### config.mk
export PLATFORM = sky130hd
export DESIGN_NAME = ips_frontend
export DESIGN_NICKNAME = d
export VERILOG_FILES = /design/src/rtl/ips_frontend.sv
export SDC_FILE = /design/constraint.sdc
export NUM_CORES = 1
export LEC_CHECK = 0
export ABC_AREA = 1
export BUFFER_PORTS_ARGS = -buffer_cell sky130_fd_sc_hd__buf_2
export CORE_MARGIN = 2
export CORE_UTILIZATION = 50
export DETAILED_ROUTE_END_ITERATION = 8
export HOLD_SLACK_MARGIN = 0.08
export PLACE_DENSITY_LB_ADDON = 0.05
export RECOVER_POWER = 25
export SLEW_MARGIN = 20
export SYNTH_ARGS = -nofsm -noshare
export SYNTH_HDL_FRONTEND = slang
export SYNTH_SLANG_ARGS = --single-unit
### constraint.sdc
create_clock -name CLK -period 1.8 [get_ports CLK]
set_input_delay 0.09 -clock CLK [delete_from_list [all_inputs] [get_ports CLK]]
set_output_delay 0.09 -clock CLK [all_outputs]
set_load 0.01 [all_outputs]
### src/rtl/ips_frontend.sv
// Conditions the three raw IPS line sensors into clean, debounced L/C/R outputs
// with dropout hold, a line-lost flag and a one-cycle change pulse.
module ips_frontend #(
    parameter int DEBOUNCE  = 4,
    parameter int CNT_W     = 8,
    parameter int LOST_HOLD = 100,
    parameter int HOLD_W    = 16
) (
    input  logic CLK,
    input  logic RST,
    input  logic IPS_L,
    input  logic IPS_C,
    input  logic IPS_R,
    output logic L,
    output logic C,
    output logic R,
    output logic Lost,
    output logic Change
);

    typedef enum logic [1:0] {
        ST_TRACK = 2'd0,
        ST_HOLD  = 2'd1,
        ST_LOST  = 2'd2
    } state_e;

    logic [2:0]       raw_s;
    logic [2:0]       sync1_q;
    logic [2:0]       sync2_q;
    logic [2:0]       deb_q;
    logic [2:0]       deb_d;
    logic [CNT_W-1:0] cnt_q [3];
    logic [CNT_W-1:0] cnt_d [3];

    state_e           state_q;
    state_e           state_d;
    logic [2:0]       lcr_q;
    logic [2:0]       lcr_d;
    logic [2:0]       held_q;
    logic [2:0]       held_d;
    logic [HOLD_W-1:0] hcnt_q;
    logic [HOLD_W-1:0] hcnt_d;
    logic             lost_q;
    logic             lost_d;
    logic             change_q;
    logic             change_d;

    assign raw_s = {IPS_L, IPS_C, IPS_R};

    // Two-flop synchronisers for the asynchronous sensor pins.
    always_ff @(posedge CLK or posedge RST) begin
        if (RST) begin
            sync1_q <= 3'b000;
            sync2_q <= 3'b000;
        end else begin
            sync1_q <= raw_s;
            sync2_q <= sync1_q;
        end
    end

    // A channel flips only after DEBOUNCE consecutive cycles of disagreement.
    always_comb begin
        for (int i = 0; i < 3; i++) begin
            deb_d[i] = deb_q[i];
            cnt_d[i] = '0;
            if (sync2_q[i] != deb_q[i]) begin
                if (cnt_q[i] == CNT_W'(DEBOUNCE - 1)) begin
                    deb_d[i] = sync2_q[i];
                    cnt_d[i] = '0;
                end else begin
                    cnt_d[i] = cnt_q[i] + CNT_W'(1);
                end
            end else begin
                cnt_d[i] = '0;
            end
        end
    end

    // Debounced values and their disagreement counters.
    always_ff @(posedge CLK or posedge RST) begin
        if (RST) begin
            deb_q <= 3'b000;
            for (int i = 0; i < 3; i++) begin
                cnt_q[i] <= '0;
            end
        end else begin
            deb_q <= deb_d;
            for (int i = 0; i < 3; i++) begin
                cnt_q[i] <= cnt_d[i];
            end
        end
    end

    // Track/hold/lost sequencing; a returning line wins over the timeout.
    always_comb begin
        state_d = state_q;
        lcr_d   = lcr_q;
        held_d  = held_q;
        hcnt_d  = hcnt_q;
        case (state_q)
            ST_TRACK: begin
                if (deb_q == 3'b000) begin
                    state_d = ST_HOLD;
                    hcnt_d  = '0;
                    lcr_d   = held_q;
                end else begin
                    lcr_d  = deb_q;
                    held_d = deb_q;
                end
            end
            ST_HOLD: begin
                if (deb_q != 3'b000) begin
                    state_d = ST_TRACK;
                    lcr_d   = deb_q;
                    held_d  = deb_q;
                end else if (hcnt_q == HOLD_W'(LOST_HOLD - 1)) begin
                    state_d = ST_LOST;
                    lcr_d   = 3'b000;
                end else begin
                    hcnt_d = hcnt_q + HOLD_W'(1);
                    lcr_d  = held_q;
                end
            end
            ST_LOST: begin
                if (deb_q != 3'b000) begin
                    state_d = ST_TRACK;
                    lcr_d   = deb_q;
                    held_d  = deb_q;
                end else begin
                    lcr_d = 3'b000;
                end
            end
            default: begin
                state_d = ST_LOST;
                lcr_d   = 3'b000;
            end
        endcase
        lost_d   = (state_d == ST_LOST);
        change_d = (lcr_d != lcr_q);
    end

    // FSM state and registered outputs.
    always_ff @(posedge CLK or posedge RST) begin
        if (RST) begin
            state_q  <= ST_LOST;
            lcr_q    <= 3'b000;
            held_q   <= 3'b000;
            hcnt_q   <= '0;
            lost_q   <= 1'b1;
            change_q <= 1'b0;
        end else begin
            state_q  <= state_d;
            lcr_q    <= lcr_d;
            held_q   <= held_d;
            hcnt_q   <= hcnt_d;
            lost_q   <= lost_d;
            change_q <= change_d;
        end
    end

    assign L      = lcr_q[2];
    assign C      = lcr_q[1];
    assign R      = lcr_q[0];
    assign Lost   = lost_q;
    assign Change = change_q;

endmodule

==> results.md <==
- Synth Area per Inst: approximately 8.3 µm²
- Core area: 5990 µm²
- Floorplan row count: 28
- Seq/Total Area, Yosys: 47.0%
- DRT iter0 DRCs: 130
- Synth Cell Area: 3140 µm²
- Syn Nets: slightly below 400
- CTS Sinks: 59
- Cts bufs inserted: 9
- Ant. Diodes: 0
- Slew @ Worst Pin: 0.781 ns
- Max Slew Vio Count: 0
- Max-cap viol count: 0
- Io pins: 10
- Rel. slew slack: between 40 and 50%
- Reg2reg setup slack: 0.08 ns
- Pre-CTS setup slack: -0.0755 ns
- Residual DRC count: 0
- Post-DP HPWL: 4.36 mm
- Crit path max fanout: 6
- Worst R2R Path Depth: 4
- PwrDens: about 1300 nW/µm²
- Area leader, netlist: dfrtp_1
- GPL Wtd Cong: 0.888
- Critical Path Sink: held_q[0]
- P_leak: between 1.5 and 2 nW
- Initial antenna violation count: 0
- Final Skew: 0.00679 ns
- R2r startpoint: state_q[1]
- Initial Util: 52.5%
- Hold Crit Class: reg2reg
- CTS tree: built
- Arr. time, crit path: 1.94 ns
- Min cycle time layout: about 1.7 ns
- Final Hold Fails: 0
- Critical Path RT: 2.02 ns
- Die area: a little under 7000 µm²
- Area growth from synthesis to layout: 15.7%
- Cells after synthesis: 380
- Largest net degree at the start of global routing: 60
- Post-route clock period utilization: a little over nine tenths
- GRT Total Usage: 19.4%
- Post-synth cell types: 34
- Buf/Inv on CP: 1
- Ys Warns: 0
- Global-route wire length before repair: 10.9 mm
- Run status: finished clean
- Maximum vdd ir drop: 760 µV
- Routed len/inst: 12.6 µm
- Crit path max-delay family: flip-flops
- CTS Root Cell: clkbuf_8
- Vias in the first global route: 2605
- Die X: about 83 µm
- Fin worst setup slack: 0.0814 ns
- Layout fillers: 520
- Drt via density: 5.22
- Antenna Violating Nets Remaining: 0
- Core Util, Final: 60.7%
- Remaining global-route overflow: 0
- Cell count along the critical path: 4
- Synth top area cells: dfrtp_1 (45%), nand2_1 (8.0%), nor2_1 (6.0%)
- Share of cells above drive strength 1: between 10% and 20%
- Setup Viol. Count Final: 0
- Reg clk slew, reported paths: approximately 0.060 ns
- Die height: 83.3 µm
- CP Cell Sequence: inv_1 -> ha_1 -> o21ai_2 -> mux2_2
- CP peak stage delay: 0.52 ns
- Crit end category: register
- Final setup TNS: 0 ns
- CP max-delay cell: dfstp_2
- RSZ-0062 raised after global routing: no
- Vias post-DR: 2606
- Startpoint Class: register
- Clock tree buffer depth: 2
- Flops & latches, synth: 59
- Final net count: approximately 430
- Max Freq: ~0.58 GHz
- H-tree levels: 3
- Port Buffers: 9
- Top cell type's share of synthesized area: 45.4%
- R2r endpoint: held_q[0]
- Routed WL: around 6.3 mm
- 1st-pass router iterations: 4
- Crit. Startpoint: state_q[1]
- Clock latency on the worst-skew pair: 0.34 ns
- Critical path class: reg2reg
cell families after synthesis:
group	share of synthesized area, %
buffers and inverters	7.92
flip-flops	47.0
AO/OA/AOI/OAI	8.71
multiplexers	0.716
XOR/XNOR	4.46
AND/OR/NAND/NOR	28.0
adder cells (fa/ha/maj)	3.18
final cells by class:
cell class                      count  area (µm²)  share of cell area (%)
Sequential cell                    59        1480                    40.6
Clock buffer                       14         163                    4.47
Clock inverter                      2        12.5                   0.344
Inverter                           59         221                    6.09
Multi-Input combinational cell    261        1460                    40.2
Timing Repair Buffer               29         205                    5.64
Tap cell                           75        93.8                    2.58
worst register-to-register path: cells and delay by family, from the launching register on:
| family | cells | cell delay, ns |
|---|---|---|
| AOI/OAI and AO/OA | 1 | 0.24 |
| adders and majority gates | 1 | 0.39 |
| buffers and inverters | 1 | 0.09 |
| DFF | 1 | 0.52 |
| muxes | 1 | 0.36 |
through the flow:
step | hold slack (ns) | power (mW) | std cells | area [µm²]
3_5_place_dp | 0.175 | 3.50 | 477 | 3390
3_3_place_gp | 0.172 | 3.46 | 477 | 3390
5_1_grt | 0.355 | 5.05 | 499 | 3640
4_1_cts | 0.352 | 4.67 | 498 | 3610
6_report | 0.350 | 4.70 | 499 | 3640
2_1_floorplan | 0.121 | 3.03 | 380 | 3140
cells in the final DEF (no fill, tap or decap), types with 2 or more instances in the layout:
master,count
nand2_1,67
dfrtp_1,57
nor2_1,50
inv_1,46
nand3_1,29
buf_4,15
a21oi_1,14
inv_2,12
o21ai_0,12
clkbuf_8,11
xor2_1,10
buf_2,9
o21ai_1,8
nor3_1,8
o21ai_2,7
nor4_1,6
xnor2_1,6
ha_1,6
nor2_2,5
nand4_2,4
nand4_1,4
a31oi_1,4
dlygate4sd3_1,4
and3_1,3
or2_1,3
clkbuf_1,3
dfstp_2,2
o21ai_4,2
nor3_2,2
mux2_2,2
per-layer routing:
metal  track usage [%]  part of all wire, %  vias up  wire (µm)
li1                  -                    -     1313          -
met1              23.9                   48     1231       3000
met2              31.9                   47       47       2950
met3              4.37                  3.4       15        215
met4              9.84                  2.2        0        141
met5                 0                    0        -          0
cells in the mapped netlist:
master	n
nor2_2	5
nand2_1	67
dfstp_2	2
nor3_1	8
clkinv_1	1
xor2_1	10
nor2_4	1
or2_1	3
a31o_2	1
buf_6	2
o21ai_1	9
nand2_4	1
and3_1	3
nand3_4	1
dfrtp_1	57
inv_1	46
ha_1	8
nand2_2	1
xnor2_1	6
a31oi_1	4
nor2_1	50
inv_2	12
o21ai_0	12
o21ai_2	5
nand4_1	4
buf_2	1
nor3_2	2
o21ai_4	1
nand3b_1	1
mux2_2	2
nor4_1	6
nand4_2	4
nand3_1	29
a21oi_1	15
worst min path at each step:
stage | start | to | slack [ns] | depth (start not counted)
6_report | sync1_q[0] | sync2_q[0] | 0.35 | 0
5_1_grt | sync1_q[2] | sync2_q[2] | 0.35 | 0
4_1_cts | sync1_q[0] | sync2_q[0] | 0.35 | 0
3_5_place_dp | RST | sync1_q[1] | 0.18 | 3
3_3_place_gp | RST | sync1_q[2] | 0.17 | 3
2_1_floorplan | IPS_R | sync1_q[0] | 0.12 | 0
report_power, final:
| group | switching (mW) | total (mW) | internal (mW) |
|---|---|---|---|
| Combinational | 1.18 | 1.89 | 0.716 |
| Sequential | 0.178 | 1.73 | 1.55 |
| Clock | 0.501 | 1.07 | 0.574 |
| Total | 1.86 | 4.70 | 2.84 |
what timing repair did:
item / CTS / global route
hold buffers: 4 / 0
resized for setup: 0 / 6
endpoints found under the setup margin: 6 / 10
endpoints found under the hold margin: 60 / 0
cloned: 1 / 1
pin swaps: 1 / 1
buffers inserted: 0 / 0
state kept, by name, summed over array words and instances, names as in the netlist:
name,cells
held_q,3
cnt_q,24
sync1_q,3
lcr_q,3
sync2_q,3
Lost,1
state_q,2
Change,1
hcnt_q,16
deb_q,3
(Power assumes the default switching activity.)
